[config.mk]
export PLATFORM = sky130hd
export DESIGN_NAME = speed_window_ctrl_flat
export DESIGN_NICKNAME = d
export VERILOG_FILES = /design/src/rtl/speed_window_ctrl_if.sv /design/src/rtl/speed_window_ctrl.sv /design/src/flat_wrapper.sv
export SDC_FILE = /design/constraint.sdc
export NUM_CORES = 1
export LEC_CHECK = 0
export ABC_AREA = 0
export BUFFER_PORTS_ARGS = -buffer_cell sky130_fd_sc_hd__buf_2
export CAP_MARGIN = 10
export CORE_MARGIN = 2
export CORE_UTILIZATION = 59
export DETAILED_ROUTE_END_ITERATION = 16
export GPL_TIMING_DRIVEN = 1
export PLACE_DENSITY_LB_ADDON = 0.15
export SYNTH_ARGS = -nofsm -noshare
export SYNTH_HDL_FRONTEND = slang
export SYNTH_SLANG_ARGS = --single-unit
[constraint.sdc]
create_clock -name clk -period 4.94 [get_ports clk]
set_clock_uncertainty 0.2 [all_clocks]
set_input_delay 0.741 -clock clk [delete_from_list [all_inputs] [get_ports clk]]
set_output_delay 0.741 -clock clk [all_outputs]
set_load 0.01 [all_outputs]
[src/rtl/speed_window_ctrl_if.sv]
// Signal bundle between speed_window_ctrl, the detector pin, the BCD pulse counter
// and the speed display/control logic.
interface speed_window_ctrl_if;
  logic        start;
  logic        continuous;
  logic        detector;
  logic [15:0] det_counter;
  logic        det_gated;
  logic        cnt_nCR;
  logic [15:0] speed_bcd;
  logic        valid;
  logic        busy;
  logic        ovf;

  modport slave (
    input  start, continuous, detector, det_counter,
    output det_gated, cnt_nCR, speed_bcd, valid, busy, ovf
  );

  modport master (
    output start, continuous, detector, det_counter,
    input  det_gated, cnt_nCR, speed_bcd, valid, busy, ovf
  );
endinterface

[src/rtl/speed_window_ctrl.sv]
// Measurement-window controller: clears the BCD pulse counter, gates the synchronised
// detector into it for a fixed window and latches the count. Optional macro
// SPEED_WINDOW_OVF_EN adds a shadow pulse counter that saturates the sample at 9999.
module speed_window_ctrl #(
  parameter int unsigned WINDOW_CYCLES = 50000000,
  parameter int unsigned CLR_CYCLES    = 2,
  parameter int unsigned SETTLE_CYCLES = 4
) (
  input logic                clk,
  input logic                CR,
  speed_window_ctrl_if.slave sw
);

  localparam int unsigned MAX_A = (WINDOW_CYCLES > CLR_CYCLES) ? WINDOW_CYCLES : CLR_CYCLES;
  localparam int unsigned MAX_D = (MAX_A > SETTLE_CYCLES) ? MAX_A : SETTLE_CYCLES;
  localparam int unsigned CNT_W = $clog2(MAX_D + 1);
  localparam int unsigned BCD_W = 16;

  typedef enum logic [2:0] {S_IDLE, S_CLEAR, S_GATE, S_SETTLE, S_LATCH} state_t;

  state_t             r_state;
  state_t             w_state_nxt;
  logic [CNT_W-1:0]   r_cnt;
  logic [CNT_W-1:0]   w_cnt_nxt;
  logic               w_last;
  logic [1:0]         r_sync;
  logic               w_det_s;
  logic               r_armed;
  logic               w_armed;
  logic               r_det_gated;
  logic               w_det_gated;
  logic               r_cnt_nCR;
  logic               w_cnt_nCR;
  logic               r_busy;
  logic               w_busy;
  logic               r_valid;
  logic               w_valid;
  logic [BCD_W-1:0]   r_speed_bcd;
  logic [BCD_W-1:0]   w_speed_bcd;

`ifdef SPEED_WINDOW_OVF_EN
  localparam int unsigned OVF_W = 14;
  logic [OVF_W-1:0]   r_pulse_cnt;
  logic [OVF_W-1:0]   w_pulse_cnt;
  logic               r_ovf;
  logic               w_ovf;
  logic               w_sat;
  assign w_sat = (r_pulse_cnt > OVF_W'(9999));
`endif

  assign w_det_s = r_sync[1];
  assign w_last  = (r_cnt == '0);

  // State register and per-state cycle counter
  always_ff @(posedge clk) begin
    if (CR) begin
      r_state <= S_IDLE;
      r_cnt   <= '0;
    end else begin
      r_state <= w_state_nxt;
      r_cnt   <= w_cnt_nxt;
    end
  end

  // Next state; the cycle counter reloads whenever a state is entered
  always_comb begin
    w_state_nxt = r_state;
    w_cnt_nxt   = r_cnt;
    case (r_state)
      S_IDLE:   if (sw.start) w_state_nxt = S_CLEAR;
      S_CLEAR:  if (w_last) w_state_nxt = S_GATE;
      S_GATE:   if (w_last) w_state_nxt = S_SETTLE;
      S_SETTLE: if (w_last) w_state_nxt = S_LATCH;
      S_LATCH:  w_state_nxt = sw.continuous ? S_CLEAR : S_IDLE;
      default:  w_state_nxt = S_IDLE;
    endcase
    if (w_state_nxt != r_state) begin
      case (w_state_nxt)
        S_CLEAR:  w_cnt_nxt = CNT_W'(CLR_CYCLES - 1);
        S_GATE:   w_cnt_nxt = CNT_W'(WINDOW_CYCLES - 1);
        S_SETTLE: w_cnt_nxt = CNT_W'(SETTLE_CYCLES - 1);
        default:  w_cnt_nxt = '0;
      endcase
    end else if (!w_last) begin
      w_cnt_nxt = r_cnt - CNT_W'(1);
    end
  end

  // Output values for the coming cycle; a detector already low at window open stays masked
  always_comb begin
    w_armed     = 1'b0;
    w_det_gated = 1'b1;
    w_cnt_nCR   = (w_state_nxt != S_CLEAR);
    w_busy      = (w_state_nxt != S_IDLE);
    w_valid     = (r_state == S_LATCH);
    w_speed_bcd = r_speed_bcd;
    if (w_state_nxt == S_GATE) begin
      w_armed     = ((r_state == S_GATE) && r_armed) || w_det_s;
      w_det_gated = w_det_s || !w_armed;
    end
    if (r_state == S_LATCH) begin
`ifdef SPEED_WINDOW_OVF_EN
      w_speed_bcd = w_sat ? BCD_W'(16'h9999) : sw.det_counter;
`else
      w_speed_bcd = sw.det_counter;
`endif
    end
  end

  always_ff @(posedge clk) begin
    if (CR) begin
      r_sync      <= 2'b11;
      r_armed     <= 1'b0;
      r_det_gated <= 1'b1;
      r_cnt_nCR   <= 1'b0;
      r_busy      <= 1'b0;
      r_valid     <= 1'b0;
      r_speed_bcd <= '0;
    end else begin
      r_sync      <= {r_sync[0], sw.detector};
      r_armed     <= w_armed;
      r_det_gated <= w_det_gated;
      r_cnt_nCR   <= w_cnt_nCR;
      r_busy      <= w_busy;
      r_valid     <= w_valid;
      r_speed_bcd <= w_speed_bcd;
    end
  end

`ifdef SPEED_WINDOW_OVF_EN
  // Shadow binary count of gated falling edges, saturating at all-ones
  always_comb begin
    w_pulse_cnt = r_pulse_cnt;
    w_ovf       = r_ovf;
    if ((w_state_nxt == S_CLEAR) && (r_state != S_CLEAR)) begin
      w_pulse_cnt = '0;
    end else if ((w_state_nxt == S_GATE) && r_det_gated && !w_det_gated &&
                 (r_pulse_cnt != '1)) begin
      w_pulse_cnt = r_pulse_cnt + OVF_W'(1);
    end
    if (r_state == S_LATCH) w_ovf = w_sat;
  end

  always_ff @(posedge clk) begin
    if (CR) begin
      r_pulse_cnt <= '0;
      r_ovf       <= 1'b0;
    end else begin
      r_pulse_cnt <= w_pulse_cnt;
      r_ovf       <= w_ovf;
    end
  end

  assign sw.ovf = r_ovf;
`else
  assign sw.ovf = 1'b0;
`endif

  assign sw.det_gated = r_det_gated;
  assign sw.cnt_nCR   = r_cnt_nCR;
  assign sw.speed_bcd = r_speed_bcd;
  assign sw.valid     = r_valid;
  assign sw.busy      = r_busy;

endmodule

[src/flat_wrapper.sv]
// flat-port wrapper written by rule: the top's interface ports become plain ports
module speed_window_ctrl_flat 
#(
  parameter int unsigned WINDOW_CYCLES = 50000000,
  parameter int unsigned CLR_CYCLES    = 2,
  parameter int unsigned SETTLE_CYCLES = 4
)
  (clk, CR, sw_start, sw_continuous, sw_detector, sw_det_counter, sw_det_gated, sw_cnt_nCR, sw_speed_bcd, sw_valid, sw_busy, sw_ovf);
  speed_window_ctrl_if sw_i ();
  input logic clk;
  input logic CR;
  input wire logic [$bits(sw_i.start)-1:0] sw_start;
  input wire logic [$bits(sw_i.continuous)-1:0] sw_continuous;
  input wire logic [$bits(sw_i.detector)-1:0] sw_detector;
  input wire logic [$bits(sw_i.det_counter)-1:0] sw_det_counter;
  output wire logic [$bits(sw_i.det_gated)-1:0] sw_det_gated;
  output wire logic [$bits(sw_i.cnt_nCR)-1:0] sw_cnt_nCR;
  output wire logic [$bits(sw_i.speed_bcd)-1:0] sw_speed_bcd;
  output wire logic [$bits(sw_i.valid)-1:0] sw_valid;
  output wire logic [$bits(sw_i.busy)-1:0] sw_busy;
  output wire logic [$bits(sw_i.ovf)-1:0] sw_ovf;
  assign sw_i.start = sw_start;
  assign sw_i.continuous = sw_continuous;
  assign sw_i.detector = sw_detector;
  assign sw_i.det_counter = sw_det_counter;
  assign sw_det_gated = sw_i.det_gated;
  assign sw_cnt_nCR = sw_i.cnt_nCR;
  assign sw_speed_bcd = sw_i.speed_bcd;
  assign sw_valid = sw_i.valid;
  assign sw_busy = sw_i.busy;
  assign sw_ovf = sw_i.ovf;
  speed_window_ctrl #(.WINDOW_CYCLES(WINDOW_CYCLES), .CLR_CYCLES(CLR_CYCLES), .SETTLE_CYCLES(SETTLE_CYCLES)) u_core (.clk(clk), .CR(CR), .sw(sw_i));
endmodule
==> flow_summary_export.csv <==
group,metric,value,unit
drt,avgViaCountPerCell,5.45,
timing,slew_violations,0,
floorplanning,rows,23,
clock_network,clkLatencyLatePin,0.30,ns
timing,fin_crit,3.10,ns
setup_path,path_buf_inv,1,
clock_network,cts_tree,"built",
setup_path,crit_required,4.93,ns
timing,rsz0062_at_grt,"false",
final_layout,final_area,2660,um2
synth,synth_most_common_cell,"dfxtp_1",
setup_path,path_max_fanout,11,
hold_path,hold_depth,1,
drt,firstDrtPassIters,4,
setup_path,r2r-start,"u_core.r_cnt[0]$_SDFFE_PP0P_",
synth,syn-cell-area,2370,um2
place,placedCellCount,359,
place,hpwl,3390,um
place,postPlaceCellArea,2550,um2
setup_path,reg2reg_to,"u_core.r_cnt[23]$_SDFFE_PP0P_",
setup_path,ff2ff_setup_slack,1.84,ns
synth,async_flop_share,0,%
global_routing,antenna_found_initial,0,
place,gp_congestion,0.791,
final_layout,syn_to_final_growth,12.3,%
synth,synthFlopType,"dfxtp_1",
clock_network,cts_buffer_depth,2,
clock_network,cts-hold-fix-buffers,0,
synth,synth.net_count,308,
synth,ys_seq_area_share,43.9,%
synth,synth.avg_cell_area,8.29,um2
timing,setup_viol,0,
floorplanning,die_h,67.4,um
synth,synthesis.instances,286,
drt,wl_per_cell,13.0,um
timing,finalHoldViolCount,0,
global_routing,grt_first_pass_wirelength,7910,um
floorplanning,ios,42,
global_routing,grt_overflow,0,
clock_network,post-cts-setup-buffers,0,
synth,yosysTopAreaCellShare,43.9,%
run_status,status,"completed",
synth,synth_area_leaders,"dfxtp_1 (44%), nand2_1 (7.4%), a21oi_1 (6.1%)",
setup_path,r2r_cells,7,
timing,max_freq,323,MHz
final_layout,stdcell_count,367,
setup_path,critPathArrivalTime,3.08,ns
pwr,leakage,1.08,nW
clock_network,htree_levels,2,
drt,vias,1999,
floorplanning,die_x,67.4,um
final_layout,seqCellArea,1040,um2
timing,fin_tns_setup,0,ns
setup_path,cp_cell_sequence,"inv_1 -> ha_1 -> or4b_4 -> or4_4 -> o21bai_1 -> nand2b_1 -> o21ai_0",
global_routing,grt_max_degree,26,
drt,drtIter0Drc,140,
clock_network,cts-resized-gates,0,
hold_path,hp-start,"u_core.r_sync[0]$_SDFF_PP1_",
job,cap_violations,0,
drt,drc,0,
floorplanning,core_area,3940,um2
final_layout,antenna_cells,0,
floorplanning,die_area,4540,um2
synth,synth_cell_types,49,
pwr,irDropWorstVdd,0.238,mV
final_layout,multi_input_area,1220,um2
hold_path,hp-class,"register to register",
clock_network,numCtsBuffers,5,
clock_network,cts.sinks,52,
timing,tightest_slew,1.06,ns
drt,wl,4770,um
timing,finalCritPeriodShare,62.7,%
synth,ys_seq_elements,52,
final_layout,fin_nets,338,
synth,synth_edf_count,0,
final_layout,drive_gt1_share,19.2,%
drt,ant_nets,0,
floorplanning,start_util,60.1,%
synth,yosys.area.top_type,"dfxtp_1",
synth,ys_warn_count,0,
pwr,p_per_area,552,nW/um2
global_routing,first_global_vias,1743,
setup_path,slowest_delay,0.64,ns
setup_path,end_kind,"register",
setup_path,crit_family,"simple AND/OR/NAND/NOR gates",
global_routing,grt_util_all_layers,22.7,%
clock_network,cts_root_buf,"clkbuf_8",
setup_path,worst_path_max_delay_cell,"o21bai_1",
setup_path,path_class,"register to register",
clock_network,clkTransAtPathRegs,0.09,ns
final_layout,nFillCells,327,
timing,relSlewSlack,28.7,%
setup_path,start_kind,"register",
place,portBuffers,40,
hold_path,min_to,"u_core.r_sync[1]$_SDFF_PP1_",
synth,synth_common_cells,"dfxtp_1 (52), nand2_1 (47), a21oi_1 (29), nor2_1 (27), xor2_1 (16)",
[cell type report]
type	instances	area share, %
clock inverters	2	1.46
multi-input cells	211	46.0
flip-flops and latches	52	39.1
clock buffers	6	2.73
repair buffers	40	7.52
inverters	6	0.846
well taps	50	2.35
[kinds of logic (layout without fill, tap and decap cells)]
kind of cell / count (synthesis) / after routing / share of synthesized area [%]
AND/OR/NAND/NOR: 126 / 126 / 27.2
AO/OA/AOI/OAI: 59 / 59 / 14.9
flip-flops: 52 / 52 / 43.9
XOR/XNOR: 23 / 23 / 8.50
buffers and inverters: 23 / 54 / 4.43
adder cells (fa/ha/maj): 1 / 1 / 0.528
other: 1 / 1 / 0.158
multiplexers: 1 / 1 / 0.422
[sequential cells by signal, indices dropped and copies added (netlist names)]
name	count
u_core.sw.det_gated	1
u_core.sw.cnt_nCR	1
u_core.sw.speed_bcd	16
u_core.r_sync	2
u_core.sw.busy	1
u_core.r_state	3
u_core.sw.valid	1
u_core.r_armed	1
u_core.r_cnt	26
[report_power, final]
part	internal [mW]	leakage (nW)	switching, mW
Clock	0.153	0.0558	0.137
Sequential	0.482	0.423	0.0718
Combinational	0.252	0.603	0.374
Total	0.887	1.08	0.582
[layer usage]
metal	vias up	track usage [%]	routed length [um]
met5	-	0	0
met4	0	6.89	38
met3	4	5.17	197
met2	50	36.4	2200
met1	903	30.4	2340
li1	1042	-	-
[worst max-delay path by stage]
| stage | startpoint | end | cells past startpoint |
|---|---|---|---|
| after global routing | u_core.r_cnt[1]$_SDFFE_PP0P_ | u_core.r_cnt[25]$_SDFFE_PP0P_ | 7 |
| final | u_core.r_cnt[0]$_SDFFE_PP0P_ | u_core.r_cnt[23]$_SDFFE_PP0P_ | 7 |
| after CTS | u_core.r_cnt[0]$_SDFFE_PP0P_ | u_core.r_cnt[25]$_SDFFE_PP0P_ | 7 |
| after floorplan | u_core.r_cnt[0]$_SDFFE_PP0P_ | u_core.r_cnt[1]$_SDFFE_PP0P_ | 8 |
| after global placement | u_core.r_cnt[0]$_SDFFE_PP0P_ | u_core.r_cnt[25]$_SDFFE_PP0P_ | 7 |
| after detailed placement | u_core.r_cnt[0]$_SDFFE_PP0P_ | u_core.r_cnt[25]$_SDFFE_PP0P_ | 7 |
[placed cells by master (no fill, tap or decap), types with 5 or more instances in the layout]
cell type   n
nand2_1    47
o21ai_0    13
a21oi_1    29
buf_2      40
nand4_1     5
nor3_1      6
dfxtp_1    52
nor4_1     10
or2_2       5
xnor2_1     7
nor2_1     27
nand3_1     5
inv_1       6
clkbuf_8    5
xor2_1     16
[through the flow]
step	worst slack (ns)	util, %	power, mW	hold WS, ns
floorplan	2.30	-	1.08	0.189
global placement	1.89	64.7	1.17	0.198
detailed placement	1.84	64.7	1.18	0.195
CTS	1.80	67.5	1.48	0.218
global route	1.64	67.5	1.59	0.234
finish	1.84	67.5	1.47	0.214
(Power assumes the default switching activity.)
